`config.mk`:
```
export PLATFORM = sky130hd
export DESIGN_NAME = interval_timer_arbiter_flat
export DESIGN_NICKNAME = d
export VERILOG_FILES = /design/src/rtl/interval_timer_arbiter_pkg.sv /design/src/rtl/interval_timer_arbiter_if.sv /design/src/rtl/interval_timer_arbiter_counter.sv /design/src/rtl/interval_timer_arbiter.sv /design/src/flat_wrapper.sv
export SDC_FILE = /design/constraint.sdc
export NUM_CORES = 1
export LEC_CHECK = 0
export BUFFER_PORTS_ARGS = -buffer_cell sky130_fd_sc_hd__buf_2
export CORE_MARGIN = 5
export CORE_UTILIZATION = 53
export CTS_BUF_LIST = sky130_fd_sc_hd__clkbuf_2
export CTS_CLUSTER_DIAMETER = 150
export DETAILED_ROUTE_END_ITERATION = 8
export PLACE_DENSITY_LB_ADDON = 0.15
export SETUP_SLACK_MARGIN = 0.1
export SLEW_MARGIN = 40
export SYNTH_ARGS = -nofsm -noshare
export SYNTH_HDL_FRONTEND = slang
export SYNTH_SLANG_ARGS = --single-unit
```
`constraint.sdc`:
```
create_clock -name CLK -period 1.74 [get_ports CLK]
set_input_delay 0.261 -clock CLK [delete_from_list [all_inputs] [get_ports CLK]]
set_output_delay 0.261 -clock CLK [all_outputs]
set_load 0.02 [all_outputs]
```
`src/rtl/interval_timer_arbiter_pkg.sv`:
```
// Shared types and constants for the interval timer arbiter.
// Holds the FSM state encoding, the requester-index type and the
// default-width all-ones terminal count.
package interval_timer_pkg;

  localparam int unsigned DEF_WIDTH = 4;
  localparam logic [DEF_WIDTH-1:0] ALL_ONES = {DEF_WIDTH{1'b1}};

  typedef enum logic [1:0] {
    IDLE = 2'd0,
    LOAD = 2'd1,
    RUN  = 2'd2,
    DONE = 2'd3
  } state_t;

  // Index of one of the two requesters.
  typedef logic req_idx_t;

  // One-hot encoding of a requester index, as driven on grant/done.
  function automatic logic [1:0] idx_onehot(input req_idx_t idx);
    return idx ? 2'b10 : 2'b01;
  endfunction

endpackage

```
`src/rtl/interval_timer_arbiter_if.sv`:
```
// Request/grant bundle between the timed-wait control logic (master)
// and the interval timer arbiter (slave).
interface interval_timer_arbiter_if
  import interval_timer_pkg::*;
#(
  parameter int unsigned WIDTH = DEF_WIDTH
);
  logic [1:0]       req;
  logic [WIDTH-1:0] start0;
  logic [WIDTH-1:0] start1;
  logic             tick_en;
  logic [1:0]       grant;
  logic             busy;
  logic [1:0]       done;
  logic [WIDTH-1:0] cnt_value;

  modport master (
    output req, start0, start1, tick_en,
    input  grant, busy, done, cnt_value
  );

  modport slave (
    input  req, start0, start1, tick_en,
    output grant, busy, done, cnt_value
  );
endinterface

```
`src/rtl/interval_timer_arbiter_counter.sv`:
```
// timer_counter: WIDTH-bit loadable up-counter with async active-low clear.
// Load has priority over count; carry flags a counting step at all-ones,
// on which the counter wraps to zero.
module timer_counter #(
  parameter int unsigned WIDTH = 4
) (
  input  logic             i_clk,
  input  logic             i_rst_n,
  input  logic             i_load,
  input  logic             i_count,
  input  logic [WIDTH-1:0] i_d,
  output logic [WIDTH-1:0] o_q,
  output logic             o_carry
);

  logic [WIDTH-1:0] r_q;

  // Counter register: clear, load, or increment.
  // NOTE: sequential state uses non-blocking assignments so every register
  // samples pre-edge values, independent of statement order.
  always_ff @(posedge i_clk or negedge i_rst_n) begin
    if (!i_rst_n) begin
      r_q <= '0;
    end else if (i_load) begin
      r_q <= i_d;
    end else if (i_count) begin
      r_q <= r_q + 1'b1;
    end
  end

  assign o_q     = r_q;
  assign o_carry = i_count && (r_q == {WIDTH{1'b1}});

endmodule

```
`src/rtl/interval_timer_arbiter.sv`:
```
// interval_timer_arbiter: round-robin sharing of one interval counter
// between two requesters. IDLE picks a winner, LOAD loads its start value,
// RUN counts up to all-ones, DONE pulses done to the winner.
// Optional feature macro: AUTO_RELOAD_EN (DONE reloads for the same winner
// while it alone keeps requesting).
module interval_timer_arbiter
  import interval_timer_pkg::*;
#(
  parameter int unsigned WIDTH      = DEF_WIDTH,
  parameter int unsigned FIRST_PRIO = 0
) (
  input  logic                     CLK,
  input  logic                     Clear_b,
  interval_timer_arbiter_if.slave  if_bus
);

  state_t           r_state;
  req_idx_t         r_winner;
  req_idx_t         r_ptr;
  logic [1:0]       r_grant;
  logic [1:0]       r_done;
  logic             r_busy;

  req_idx_t         w_pick;
  logic             w_winner_req;
  logic             w_load;
  logic             w_count;
  logic             w_carry;
  logic [WIDTH-1:0] w_start;
  logic [WIDTH-1:0] w_cnt;

  // Winner selection: a lone requester wins, contention goes to the pointer.
  // NOTE: combinational blocks assign a default first so no path leaves the
  // output unassigned, which would infer a latch.
  always_comb begin
    w_pick = r_ptr;
    case (if_bus.req)
      2'b01:   w_pick = 1'b0;
      2'b10:   w_pick = 1'b1;
      default: w_pick = r_ptr;
    endcase
  end

  // A dropped owner request freezes the counter, so an abort holds its value.
  assign w_winner_req = if_bus.req[r_winner];
  assign w_load       = (r_state == LOAD) && w_winner_req;
  assign w_count      = (r_state == RUN) && w_winner_req && if_bus.tick_en;
  assign w_start      = r_winner ? if_bus.start1 : if_bus.start0;

  timer_counter #(.WIDTH(WIDTH)) u_counter (
    .i_clk   (CLK),
    .i_rst_n (Clear_b),
    .i_load  (w_load),
    .i_count (w_count),
    .i_d     (w_start),
    .o_q     (w_cnt),
    .o_carry (w_carry)
  );

  // Control FSM and round-robin pointer, with registered grant/busy/done.
  always_ff @(posedge CLK or negedge Clear_b) begin
    if (!Clear_b) begin
      r_state  <= IDLE;
      r_winner <= 1'b0;
      r_ptr    <= FIRST_PRIO[0];
      r_grant  <= 2'b00;
      r_done   <= 2'b00;
      r_busy   <= 1'b0;
    end else begin
      r_done <= 2'b00;
      case (r_state)
        IDLE: begin
          if (if_bus.req != 2'b00) begin
            r_winner <= w_pick;
            r_grant  <= idx_onehot(w_pick);
            r_busy   <= 1'b1;
            r_state  <= LOAD;
          end
        end
        LOAD, RUN: begin
          if (!w_winner_req) begin
            r_ptr   <= ~r_winner;
            r_grant <= 2'b00;
            r_busy  <= 1'b0;
            r_state <= IDLE;
          end else if (r_state == LOAD) begin
            r_state <= RUN;
          end else if (w_carry) begin
            r_done  <= idx_onehot(r_winner);
            r_state <= DONE;
          end
        end
        DONE: begin
          r_ptr <= ~r_winner;
`ifdef AUTO_RELOAD_EN
          if (w_winner_req && !if_bus.req[~r_winner]) begin
            r_state <= LOAD;
          end else begin
            r_grant <= 2'b00;
            r_busy  <= 1'b0;
            r_state <= IDLE;
          end
`else
          r_grant <= 2'b00;
          r_busy  <= 1'b0;
          r_state <= IDLE;
`endif
        end
        default: r_state <= IDLE;
      endcase
    end
  end

  assign if_bus.grant     = r_grant;
  assign if_bus.busy      = r_busy;
  assign if_bus.done      = r_done;
  assign if_bus.cnt_value = w_cnt;

endmodule

```
`src/flat_wrapper.sv`:
```
// flat-port wrapper written by rule: the top's interface ports become plain ports
module interval_timer_arbiter_flat import interval_timer_pkg::*;
#(
  parameter int unsigned WIDTH      = DEF_WIDTH,
  parameter int unsigned FIRST_PRIO = 0
)
  (CLK, Clear_b, if_bus_req, if_bus_start0, if_bus_start1, if_bus_tick_en, if_bus_grant, if_bus_busy, if_bus_done, if_bus_cnt_value);
  interval_timer_arbiter_if #(.WIDTH(WIDTH)) if_bus_i ();
  input  logic CLK;
  input  logic Clear_b;
  input wire logic [$bits(if_bus_i.req)-1:0] if_bus_req;
  input wire logic [$bits(if_bus_i.start0)-1:0] if_bus_start0;
  input wire logic [$bits(if_bus_i.start1)-1:0] if_bus_start1;
  input wire logic [$bits(if_bus_i.tick_en)-1:0] if_bus_tick_en;
  output wire logic [$bits(if_bus_i.grant)-1:0] if_bus_grant;
  output wire logic [$bits(if_bus_i.busy)-1:0] if_bus_busy;
  output wire logic [$bits(if_bus_i.done)-1:0] if_bus_done;
  output wire logic [$bits(if_bus_i.cnt_value)-1:0] if_bus_cnt_value;
  assign if_bus_i.req = if_bus_req;
  assign if_bus_i.start0 = if_bus_start0;
  assign if_bus_i.start1 = if_bus_start1;
  assign if_bus_i.tick_en = if_bus_tick_en;
  assign if_bus_grant = if_bus_i.grant;
  assign if_bus_busy = if_bus_i.busy;
  assign if_bus_done = if_bus_i.done;
  assign if_bus_cnt_value = if_bus_i.cnt_value;
  interval_timer_arbiter #(.WIDTH(WIDTH), .FIRST_PRIO(FIRST_PRIO)) u_core (.CLK(CLK), .Clear_b(Clear_b), .if_bus(if_bus_i));
endmodule
```
Word-level counts from Yosys, hierarchy flattened
Index checks and enable logic that the tools add are counted.
Cells by class
  add/subtract/negate cells: 1
  reduce and logical (&&, ||, !) cells: 13
  $lt $le $gt $ge: 1
  bitwise gates (word level): 1
  equal/unequal tests: 9
  multiplexer cells: 25
Operator list (count)
  2-bit two-way mux: 12
  4-bit two-way mux: 3
  2-bit case mux with 3 select lines: 2
  2-bit AND reduction: 4
  2-bit equality test, second input constant: 3
  2-bit nonzero test: 3
  1-bit two-way mux: 5
  4-bit by 1-bit adder with 4-bit output, second input constant: 1
  2-bit by 1-bit equality test with 1-bit output, second input constant: 2
  4-bit equality test, second input constant: 1
  1-bit logical AND: 4
  4-bit != test, second input constant: 1
  1-bit case mux with 2 select lines: 2
  1-bit case mux with 3 select lines: 1
  2-bit logical NOT: 1
  1-bit by 2-bit less-than comparator with 1-bit output, second input constant: 1
  2-bit by 1-bit != test with 1-bit output, second input constant: 1
  2-bit != test, second input constant: 1
  2-bit OR reduction: 1
  1-bit inverter: 1
Word-level totals
  logic and storage cells: 57
  input port bits: 13
  register bits: 13

Depth between registers and ports, before layout
  depth in word-level cells: 9
  depth in mapped cells: 7
  depth with buffers taken out: 6

By module
A second synthesis with hierarchy kept.
Second synthesis, totals
  cells, all modules: 75
  area, all modules: 854.6 um2
By module, submodules not included
  interval_timer_arbiter: cells an instance 55, seq. area each 225.2 um2, area an instance 644.4 um2, times used 1
  timer_counter: cells an instance 20, seq. area each 100.1 um2, area an instance 210.2 um2, times used 1

Least setup slack after synthesis
Ideal clock, no wire load.
  kind: reg-to-reg
  start: reg u_core.r_state[0]
  end: reg u_core.r_state[1]
  path buffers: 1
  cell stages (with the launch flop): 8
  clock period less this slack: 1.575 ns
  setup time: 0.076 ns
  arrival: 1.499 ns
  setup slack: 0.165 ns
  data required time: 1.664 ns
  cells stage by stage: dfrtp_1 inv_1 ha_1 and2_1 clkbuf_1 nand4_1 a211o_1 o21ai_1
On the way
  word-level cells in the longest chain between the ends: 6
  elaborated cells on any way between the ends: 14
  those cells by class: eq/ne (5); mux (3); reduce/logical (6)
RTL lines
  from (decl): RTL line interval_timer_arbiter.sv:17  | state_t r_state;
  from (signal assigned): RTL line interval_timer_arbiter.sv:63  | r_state <= IDLE;
  from (signal assigned): RTL line interval_timer_arbiter.sv:77  | r_state <= LOAD;
  from (signal assigned): RTL line interval_timer_arbiter.sv:85  | r_state <= IDLE;
  2-bit equality test: RTL line interval_timer_arbiter.sv:47, interval_timer_arbiter.sv:71
  1-bit logical AND (2 in series): RTL line interval_timer_arbiter.sv:47  | assign w_count = (r_state == RUN) && w_winner_req && if_bus.tick_en;
  1-bit logical AND: RTL line interval_timer_arbiter_counter.sv:32  | assign o_carry = i_count && (r_q == {WIDTH{1'b1}});
  4-bit != test (no source line)
  2-bit AND reduction (no source line)
Several ways; a longest one is shown, not always the timed one.
A chain may end at the register's enable or synchronous reset.

Final worst setup path
Same ends and word-level chain as after synthesis.

==> summary.txt <==
Status
  – Status: complete, no violations

Setup path
  – Worst EP arrival: 1.71 ns
  – Startpoint type of the worst setup path: flip-flop
  – WP data required: 1.96 ns
  – CP Class: flip-flop to flip-flop
  – Top Family by Delay on Critical Path: flip-flops
  – Critical Path Fanout Max: 4
  – Worst-path cell chain: inv_1 > ha_1 > and2_1 > nand4_1 > a211o_1 > o21ai_1
  – WP buf/inv: 1
  – Crit. End Element: flip-flop
  – CP peak stage delay: 0.45 ns
  – Slowest library cell on the worst path: dfrtp_1

Final layout
  – Fill cell count: 128
  – N_diodes: 0
  – Final Cell Area: 961 µm²
  – Share of cells above drive strength 1: 30.8%
  – Final net count: 128
  – Area Growth Syn to Fin: 16.9%

Logic synthesis
  – Yosys cell types: 35
  – Register area share after synthesis: 39.6%
  – Syn Area/Cell: 9.79 µm²
  – Post-Syn Nets: 104
  – Mapped Cells: 84
  – #FFs+latches synth: 13
  – Yosys Warn Count: 0
  – Post-synthesis cell area: 822 µm²

Timing
  – RSZ-0062 raised after global routing: false
  – Max frequency: 670 MHz
  – Slack of the critical path: 0.246 ns
  – Clock skew: 0.0103 ns
  – Final Hold Viols: 0
  – Worst hold slack: 0.362 ns
  – Headroom to the max-slew limit: 78.2%
  – Worst-Margin Slew: 0.327 ns
  – Setup_tns: 0 ns
  – Max Slew Vio Count: 0
  – Final Critical Period: 1.49 ns
  – Period utilization: 85.8%
  – Count of final setup violators: 0

Clocking
  – Postcts setup bufs: 0
  – Clock transition at the registers of the reported paths: 0.12 ns
  – CTS root buffer: clkbuf_2
  – CTS H-tree depth: 1
  – # hold bufs at CTS: 1
  – CTS buffer count: 3
  – CTS tree: yes
  – Worst-Skew Late Latency: 0.29 ns
  – Clock buffer depth: 2
  – Clock sinks: 13
  – Post-CTS Resized: 0

Pwr
  – Leak: 0.488 nW
  – VDD IR max: 0.871 mV
  – Power per Cell Area: 1620 nW/µm²
  – Overall power: 1.56 mW

Floorplan
  – Die area: 2440 µm²
  – Initial Utilization: 55.2%
  – Core ar.: 1490 µm²
  – # rows: 14
  – Die X-Extent: 49.4 µm
  – I/O pins: 22
  – Die Height: 49.4 µm

Global route
  – Pin count of the biggest net entering global routing: 14
  – First-pass GRT wire length: 3.16 mm
  – GRT Overall Usage: 16.8%
  – Number of global-route vias before repair: 673
  – Initial antenna violation count: 0
  – GR Overflow Total: 0

Routing
  – Wire per inst: 14.7 µm
  – First DRT Iteration DRCs: 14
  – Via Count: 703
  – Total Routed Length: 1.80 mm
  – Routed Antenna Nets: 0
  – First-pass DRT Iterations: 4
  – Vias per Instance: 5.72
  – Remaining DRCs: 0

Placement
  – Port buffer count: 21
  – Hpwl dp: 1.35 mm
  – GP Congestion: 0.836
  – DP Worst Slack: 0.291 ns
  – Placement Cell Area: 931 µm²

Job
  – Max Cap Violations: 0

Worst hold path
  – HP Class: input port to asynchronous set/reset pin
[cells in the mapped netlist]
library cell | instances | area share (%)
o22ai_1 | 3 | 2.3
o31ai_1 | 1 | 0.91
a211o_1 | 1 | 1.1
nor2b_1 | 1 | 0.76
nand3b_1 | 1 | 0.91
a211oi_1 | 1 | 0.91
o311ai_1 | 1 | 1.1
mux2_2 | 2 | 2.7
o221ai_1 | 1 | 1.1
mux2i_1 | 2 | 2.4
nor4b_1 | 1 | 1.1
clkbuf_1 | 3 | 1.4
o21a_1 | 1 | 0.91
nand3_1 | 5 | 3.0
and3_1 | 1 | 0.76
nor4_1 | 1 | 0.76
o21ai_0 | 4 | 2.4
nand2_1 | 8 | 3.7
a21o_1 | 2 | 1.8
buf_6 | 2 | 2.7
mux2_4 | 1 | 1.8
o21ai_1 | 1 | 0.61
and2_4 | 1 | 1.1
nor2_1 | 1 | 0.46
and2_1 | 1 | 0.76
a21oi_1 | 6 | 3.7
buf_2 | 1 | 0.61
o22a_1 | 1 | 1.1
dfrtp_1 | 13 | 40
ha_1 | 7 | 11
a41o_1 | 1 | 1.2
nand4_1 | 1 | 0.76
a32oi_2 | 1 | 2.0
inv_1 | 5 | 2.3
nand2b_1 | 1 | 0.76
[registers in the layout, indices dropped and copies added, names as in the netlist]
| register | cells |
|---|---|
| u_core.if_bus.busy | 1 |
| u_core.if_bus.done | 2 |
| u_core.if_bus.grant | 2 |
| u_core.r_ptr | 1 |
| u_core.r_state | 2 |
| u_core.r_winner | 1 |
| u_core.u_counter.o_q | 4 |
[report_power, final]
group | switching [mW] | internal, mW | total (mW)
combinational | 0.507 | 0.370 | 0.877
sequential | 0.108 | 0.418 | 0.526
clock | 0.102 | 0.0518 | 0.154
total | 0.718 | 0.839 | 1.56
[placed cells by master (no fill, tap or decap), types with 2 or more instances in the layout]
master	count
nand3_1	5
dfrtp_1	13
o21ai_0	4
ha_1	7
inv_1	5
buf_4	3
a21oi_1	6
a21o_1	2
buf_2	21
mux2i_1	2
o22ai_1	3
mux2_2	2
clkbuf_2	3
nand2_1	8
[worst reg2reg max path: cells and delay by family (launching register included)]
family,cells,cell delay (ns)
AO/OA/AOI/OAI,2,0.41
adder cells (fa/ha/maj),1,0.13
buffers and inverters,1,0.10
AND/OR/NAND/NOR,2,0.33
flip-flops,1,0.45
[kinds of logic (layout without fill, tap and decap cells)]
group,after synthesis,in the layout,synth area share [%]
simple gates,23,23,14.8
mux,5,5,7.00
flops,13,13,39.6
buf+inv,11,34,7.00
fa+ha+maj,7,7,10.7
compound gates,25,25,21.0
[area by class of cell]
type                       count  area [µm²]  area share [%]
clock buffer                   3        15.0            1.56
clock inverter                 1        5.00           0.521
inverter                       5        18.8            1.95
multi-input combinational     60         439            45.7
sequential                    13         325            33.9
tap                           16        20.0            2.08
timing repair buffer          25         138            14.3
[layer usage]
metal / part of all wire [%] / vias to the layer above / GRT usage [%] / wire, µm
met5: 0 / - / 0 / 0
met4: 2.4 / 0 / 7.86 / 43
met3: 5.5 / 4 / 5.50 / 99
met2: 46 / 15 / 23.4 / 836
met1: 46 / 331 / 23.2 / 823
li1: - / 353 / - / -
[final timing paths]
check | slack (ns) | cells past startpoint | to | startpoint
worst min-delay path | 0.36 | 2 | u_core.r_ptr$_DFFE_PN0P_ | Clear_b
min in group CLK | 0.36 | 4 | u_core.u_counter.o_q[1]$_DFFE_PN0P_ | if_bus_start0[1]
worst max register to register | 0.25 | 6 | u_core.r_state[1]$_DFFE_PN0P_ | u_core.r_state[0]$_DFFE_PN0P_
worst max-delay path | 0.25 | 6 | u_core.r_state[1]$_DFFE_PN0P_ | u_core.r_state[0]$_DFFE_PN0P_
worst min register to register | 0.51 | 1 | u_core.if_bus.busy$_DFFE_PN0P_ | u_core.if_bus.busy$_DFFE_PN0P_
max in group asynchronous | 1.14 | 2 | u_core.u_counter.o_q[2]$_DFFE_PN0P_ | Clear_b
[through the flow]
step	std cells	utilization [%]
global route	123	64.5
floorplan	84	-
detailed placement	118	62.5
finish	123	64.5
global placement	118	62.5
CTS	123	64.5
Power figures use the tool's default switching activity.
